## src/rtl/usb_endpi_sched.sv

```systemverilog
// IN-endpoint load scheduler: round-robin between two byte-stream requesters,
// packetizes each stream into MAX_PKT-byte packets written to ENDPIx_DATA,
// then arms the endpoint through ENDPIx_CONTROL over the shared I/O bus.
module usb_endpi_sched #(
    parameter int unsigned MAX_PKT       = 8,
    parameter logic [11:0] ADDR_EP0_CTRL = 12'h100,
    parameter logic [11:0] ADDR_EP1_CTRL = 12'h102,
    parameter logic [11:0] ADDR_EP0_DATA = 12'h104,
    parameter logic [11:0] ADDR_EP1_DATA = 12'h106
) (
    input  logic        clk,
    input  logic        reset_n,
    input  logic        usb_reset,
    input  logic        src0_valid,
    input  logic [7:0]  src0_data,
    input  logic        src0_last,
    output logic        src0_ready,
    input  logic        src1_valid,
    input  logic [7:0]  src1_data,
    input  logic        src1_last,
    output logic        src1_ready,
    input  logic [1:0]  ep_busy,
    input  logic [1:0]  ep_full,
    output logic        io_req,
    input  logic        io_gnt,
    output logic [11:0] io_addr,
    output logic [15:0] io_dout,
    output logic [1:0]  pkt_armed,
    output logic        busy
);

    typedef enum logic [2:0] {S_IDLE, S_SEL, S_LOAD, S_ARM, S_WAIT} state_t;

    state_t     state_q;
    logic       sel_q;       // endpoint being served
    logic       rr_q;        // last endpoint served
    logic [3:0] cnt_q;       // bytes loaded into the current packet
    logic [1:0] zlp_pend_q;  // a zero-length packet is owed to this endpoint
    logic       zlp_q;       // current packet is the owed zero-length packet

    logic       sv_valid;
    logic [7:0] sv_data;
    logic       sv_last;
    logic       full_sel;
    logic [1:0] elig;
    logic       ld_ready;
    logic       accept;
    logic [4:0] cnt_nxt;
    logic       pkt_full;

    assign sv_valid = sel_q ? src1_valid : src0_valid;
    assign sv_data  = sel_q ? src1_data  : src0_data;
    assign sv_last  = sel_q ? src1_last  : src0_last;
    assign full_sel = ep_full[sel_q];
    assign elig     = ~ep_busy & ({src1_valid, src0_valid} | zlp_pend_q);
    // usb_reset gates every handshake in the same cycle it is seen
    assign ld_ready = (state_q == S_LOAD) && !usb_reset && io_gnt && !full_sel;
    assign accept   = ld_ready && sv_valid;
    assign cnt_nxt  = {1'b0, cnt_q} + 5'd1;
    assign pkt_full = (cnt_nxt == 5'(MAX_PKT));
    assign busy     = (state_q != S_IDLE);

    // bus request, address/data and handshake outputs decoded from the state
    always_comb begin
        io_req     = 1'b0;
        io_addr    = 12'h000;
        io_dout    = 16'h0000;
        src0_ready = 1'b0;
        src1_ready = 1'b0;
        pkt_armed  = 2'b00;
        if (!usb_reset) begin
            case (state_q)
                S_LOAD: begin
                    src0_ready = ld_ready && !sel_q;
                    src1_ready = ld_ready && sel_q;
                    if (sv_valid && !full_sel) begin
                        io_req  = 1'b1;
                        io_addr = sel_q ? ADDR_EP1_DATA : ADDR_EP0_DATA;
                        io_dout = {8'h00, sv_data};
                    end
                end
                S_ARM: begin
                    io_req  = 1'b1;
                    io_addr = sel_q ? ADDR_EP1_CTRL : ADDR_EP0_CTRL;
                    io_dout = 16'h0002;  // ack=1, stall=0
                    pkt_armed[sel_q] = io_gnt;
                end
                default: ;
            endcase
        end
    end

    // scheduler state machine
    always_ff @(posedge clk or negedge reset_n) begin
        if (!reset_n) begin
            state_q    <= S_IDLE;
            sel_q      <= 1'b0;
            rr_q       <= 1'b1;
            cnt_q      <= 4'd0;
            zlp_pend_q <= 2'b00;
            zlp_q      <= 1'b0;
        end else if (usb_reset) begin
            state_q    <= S_IDLE;
            rr_q       <= 1'b1;
            cnt_q      <= 4'd0;
            zlp_pend_q <= 2'b00;
            zlp_q      <= 1'b0;
        end else begin
            case (state_q)
                S_IDLE: begin
                    if (|elig) begin
                        // contention goes to the endpoint not served last
                        sel_q   <= (&elig) ? ~rr_q : elig[1];
                        state_q <= S_SEL;
                    end
                end
                S_SEL: begin
                    cnt_q   <= 4'd0;
                    zlp_q   <= zlp_pend_q[sel_q];
                    state_q <= zlp_pend_q[sel_q] ? S_ARM : S_LOAD;
                end
                S_LOAD: begin
                    if (accept) begin
                        cnt_q <= cnt_nxt[3:0];
                        if (sv_last || pkt_full) state_q <= S_ARM;
                        // a transfer ending exactly on a full packet needs a ZLP
                        if (sv_last && pkt_full) zlp_pend_q[sel_q] <= 1'b1;
                    end
                end
                S_ARM: begin
                    if (io_gnt) begin
                        if (zlp_q) zlp_pend_q[sel_q] <= 1'b0;
                        rr_q    <= sel_q;
                        state_q <= S_WAIT;
                    end
                end
                S_WAIT: begin
                    // hold until the SIE shows the ack so we never re-arm early
                    if (ep_busy[sel_q]) state_q <= S_IDLE;
                end
                default: state_q <= S_IDLE;
            endcase
        end
    end

endmodule

```

## config.mk

```make
export PLATFORM = sky130hd
export DESIGN_NAME = usb_endpi_sched
export DESIGN_NICKNAME = d
export VERILOG_FILES = /design/src/rtl/usb_endpi_sched.sv
export SDC_FILE = /design/constraint.sdc
export NUM_CORES = 1
export LEC_CHECK = 0
export ABC_AREA = 1
export ABC_CLOCK_PERIOD_IN_PS = 1520
export CAP_MARGIN = 20
export CELL_PAD_IN_SITES_DETAIL_PLACEMENT = 1
export CELL_PAD_IN_SITES_GLOBAL_PLACEMENT = 1
export CORE_MARGIN = 3
export CORE_UTILIZATION = 27
export DETAILED_ROUTE_END_ITERATION = 8
export GPL_TIMING_DRIVEN = 0
export PLACE_DENSITY = 0.86
export SETUP_SLACK_MARGIN = 0.4
export SLEW_MARGIN = 20
export SYNTH_ARGS = -nofsm -noshare
export SYNTH_HDL_FRONTEND = slang
export SYNTH_SLANG_ARGS = --single-unit
```

## constraint.sdc

```tcl
create_clock -name clk -period 1.52 [get_ports clk]
set_input_delay 0.304 -clock clk [delete_from_list [all_inputs] [get_ports clk]]
set_output_delay 0.304 -clock clk [all_outputs]
set_load 0.005 [all_outputs]
```

==> results.ini <==
[layout]
syn_to_final_growth_pct=90.0
nFillCells=576
nNetsFinal=324
n_antenna_cell=0
fin_cells=346
final_util=0.540
seqCellArea_um2=305
multiInputGateArea_um2=937
fin_area_um2=2380
drive_above_1_share=0.507

[global_route]
grt_use_total=0.185
grt_start_max_net_pins=13
antenna_found_initial=0
grt_pass1_vias=1659
overflow=0
grt_pass1_wl_um=7670

[worst_setup_path]
critical-path-slowest-cell=dfrtp_2
cp_cell_sequence=nor2_1 > nand2_2 > inv_2 > nand3_4 > buf_4 > buf_6 > a21oi_2 > buf_2
critPathTopFamily=buffers and inverters
crit_buf_inv=4
critical_path.max_fanout=4
end_kind=primary output
crit_arrival_ns=1.73
worst-setup-path-type=reg2out
cpPeakStageDelay_ns=0.44
worst-endpoint-required_ns=1.22
critPathLaunchType=flop

[pwr]
power_density_nw_per_um2=1110
p_total_uw=2650
vdd_drop_max_uv=815
p_leak_uw=0.00122

[timing]
max_freq_ghz=0.491
grt_setup_unrepaired=yes
hold_viol_final=0
setup_viol=29
worstMarginPinSlew_ns=0.647
max_slew_margin=0.568
drv_slew=0
fin_skew_ns=0.00438
finalCritPeriodShare=1.34
min_period_ns=2.04
worst_slack_ns=-0.515

[yosys]
ys_seq_area_frac=0.241
ys_ff_latch=12
synth_cell_types=31
synthCells=193
avgSynthCellArea_um2=6.50
yosysWarnings=0
netlist_area_um2=1250

[clocking]
h-tree-depth=1
cts_made_buffers=3
clkSinkCount=12
cts_max_path_buffers=2
clkSlewWorstSetupHoldPaths_ns=0.06
insertion_delay_ns=0.25
cts_tree=done
postCtsHoldBufs=0
root_buffer=clkbuf_8

[job]
cap_violations=0

[status]
status=complete, but fails checks
violations=setup timing

[placement]
place_area_um2=1890
post-place-ws_ns=-0.806
dp.cells=304
place_hpwl_um=3200
io_buffers=43
globalplace.congestion=0.875

[floorplan]
die_h_um=74.1
core.rowCount=24
core_area_um2=4410
ioPinCount=62
die_w_um=74.1
dieArea_um2=5500
initial_utilization=0.284

[drt]
routed_wirelength_um=5640
detail-route-antenna-nets=0
viasPerCell=4.73
drt_iter0_drc=40
wl_per_cell_um=16.3
vias=1638
dr.pass1.iters=4
drc=0

[worst_hold_path]
hold_path_class=in2reg

cells in the mapped netlist:
| library cell | number | area share |
|---|---|---|
| a21oi_1 | 13 | 0.052 |
| a21oi_2 | 1 | 0.0070 |
| a31o_1 | 1 | 0.0070 |
| buf_2 | 1 | 0.0040 |
| buf_4 | 18 | 0.11 |
| buf_6 | 2 | 0.018 |
| clkbuf_1 | 1 | 0.0030 |
| conb_1 | 1 | 0.0030 |
| dfrtp_1 | 11 | 0.22 |
| dfstp_2 | 1 | 0.021 |
| ha_1 | 1 | 0.010 |
| inv_1 | 18 | 0.054 |
| inv_2 | 7 | 0.021 |
| inv_8 | 1 | 0.0090 |
| mux2i_1 | 1 | 0.0080 |
| nand2_1 | 57 | 0.17 |
| nand2_2 | 7 | 0.035 |
| nand2_4 | 2 | 0.018 |
| nand3_1 | 9 | 0.036 |
| nand3_2 | 2 | 0.016 |
| nand3_4 | 1 | 0.014 |
| nand4_1 | 3 | 0.015 |
| nor2_1 | 15 | 0.045 |
| nor2_2 | 2 | 0.010 |
| nor2_4 | 4 | 0.036 |
| nor3_1 | 2 | 0.0080 |
| o21ai_0 | 2 | 0.0080 |
| o21ai_1 | 5 | 0.020 |
| o21bai_1 | 1 | 0.0060 |
| or2_2 | 1 | 0.0050 |
| xor2_1 | 2 | 0.014 |
where the power goes:
group	internal, µW	switching, µW	total (µW)
Sequential	394	87.6	482
Clock	186	139	324
Combinational	818	1030	1840
Total	1400	1250	2650
worst register-to-register path: stages (launching register included):
cell and delay [ns]:
dfrtp_2 0.44, buf_4 0.15, buf_6 0.10, buf_6 0.10, buf_6 0.10, buf_6 0.10, buf_6 0.11, nor2_4 0.11
buf_6 0.15, nand4_1 0.14, nand2_2 0.12, nor2_4 0.05, nand2_1 0.09, nand2_1 0.06, nand2_1 0.06
state kept, by name, summed over array words and instances (netlist names):
name / cells
cnt_q: 4
state_q: 3
zlp_pend_q: 2
rr_q: 1
sel_q: 1
zlp_q: 1
cells by family (layout without fill, tap and decap cells):
| logic type | Yosys count | in the layout | share of synthesized area |
|---|---|---|---|
| compound gates | 23 | 23 | 0.0998 |
| buf+inv | 48 | 133 | 0.217 |
| simple gates | 105 | 105 | 0.408 |
| xor+xnor | 2 | 2 | 0.0140 |
| flops | 12 | 12 | 0.241 |
| fa+ha+maj | 1 | 1 | 0.00998 |
| other cells | 1 | 17 | 0.00299 |
| mux | 1 | 1 | 0.00798 |
what timing repair did:
item | CTS | global route
resized for setup | 97 | 39
endpoints found under the setup margin | 28 | 29
pin swaps | 12 | 19
setup buffers | 24 | 14
cells in the final DEF (no fill, tap or decap), drive strengths merged:
cell type and count:
nand3 12, xor2 2, nand4 3, dfstp 1, conb 17, dfrtp 11, or2 1, mux2i 1
ha 1, clkbuf 5, inv 26, nor2 21, buf 76, a31o 1, nand2 66, dlygate4sd2 3
o21ai 7, clkdlybuf4s50 23, nor3 2, a21oi 14, o21bai 1
routing by layer:
layer,up-vias,GRT usage,share of wire
met2,69,0.345,0.51
met5,-,0,0
li1,769,-,-
met1,781,0.197,0.39
met3,19,0.0392,0.065
met4,0,0.0865,0.035
layout make-up:
type                    instances  share of cell area
repair buffers                 81               0.313
multi-input cells             149               0.393
well taps                      52              0.0273
inverters                      26              0.0462
flip-flops and latches         12               0.128
clock buffers                   4              0.0189
plain buffers                  22              0.0735
path summary, 6_finish.rpt:
kind                            start          to  cells past startpoint  slack [ns]
setup / recovery           state_q[2]  io_dout[5]                      8       -0.52
hold / removal              usb_reset       zlp_q                      2        0.25
setup reg to reg           state_q[1]  state_q[1]                     14       -0.42
hold reg to reg              cnt_q[3]    cnt_q[3]                      2        0.51
max in group asynchronous     reset_n  state_q[2]                      1        0.61
min in group asynchronous     reset_n       zlp_q                      1        0.45
per-stage QoR:
stage / hold slack, ns / setup TNS [ns]
final: 0.246 / -9.08
after global routing: 0.241 / -10.89
after global placement: 0.478 / -10.99
after detailed placement: 0.511 / -11.60
after CTS: 0.253 / -5.60
after floorplan: 0.00841 / 0
Note: power is estimated with default switching activity, not from simulation.
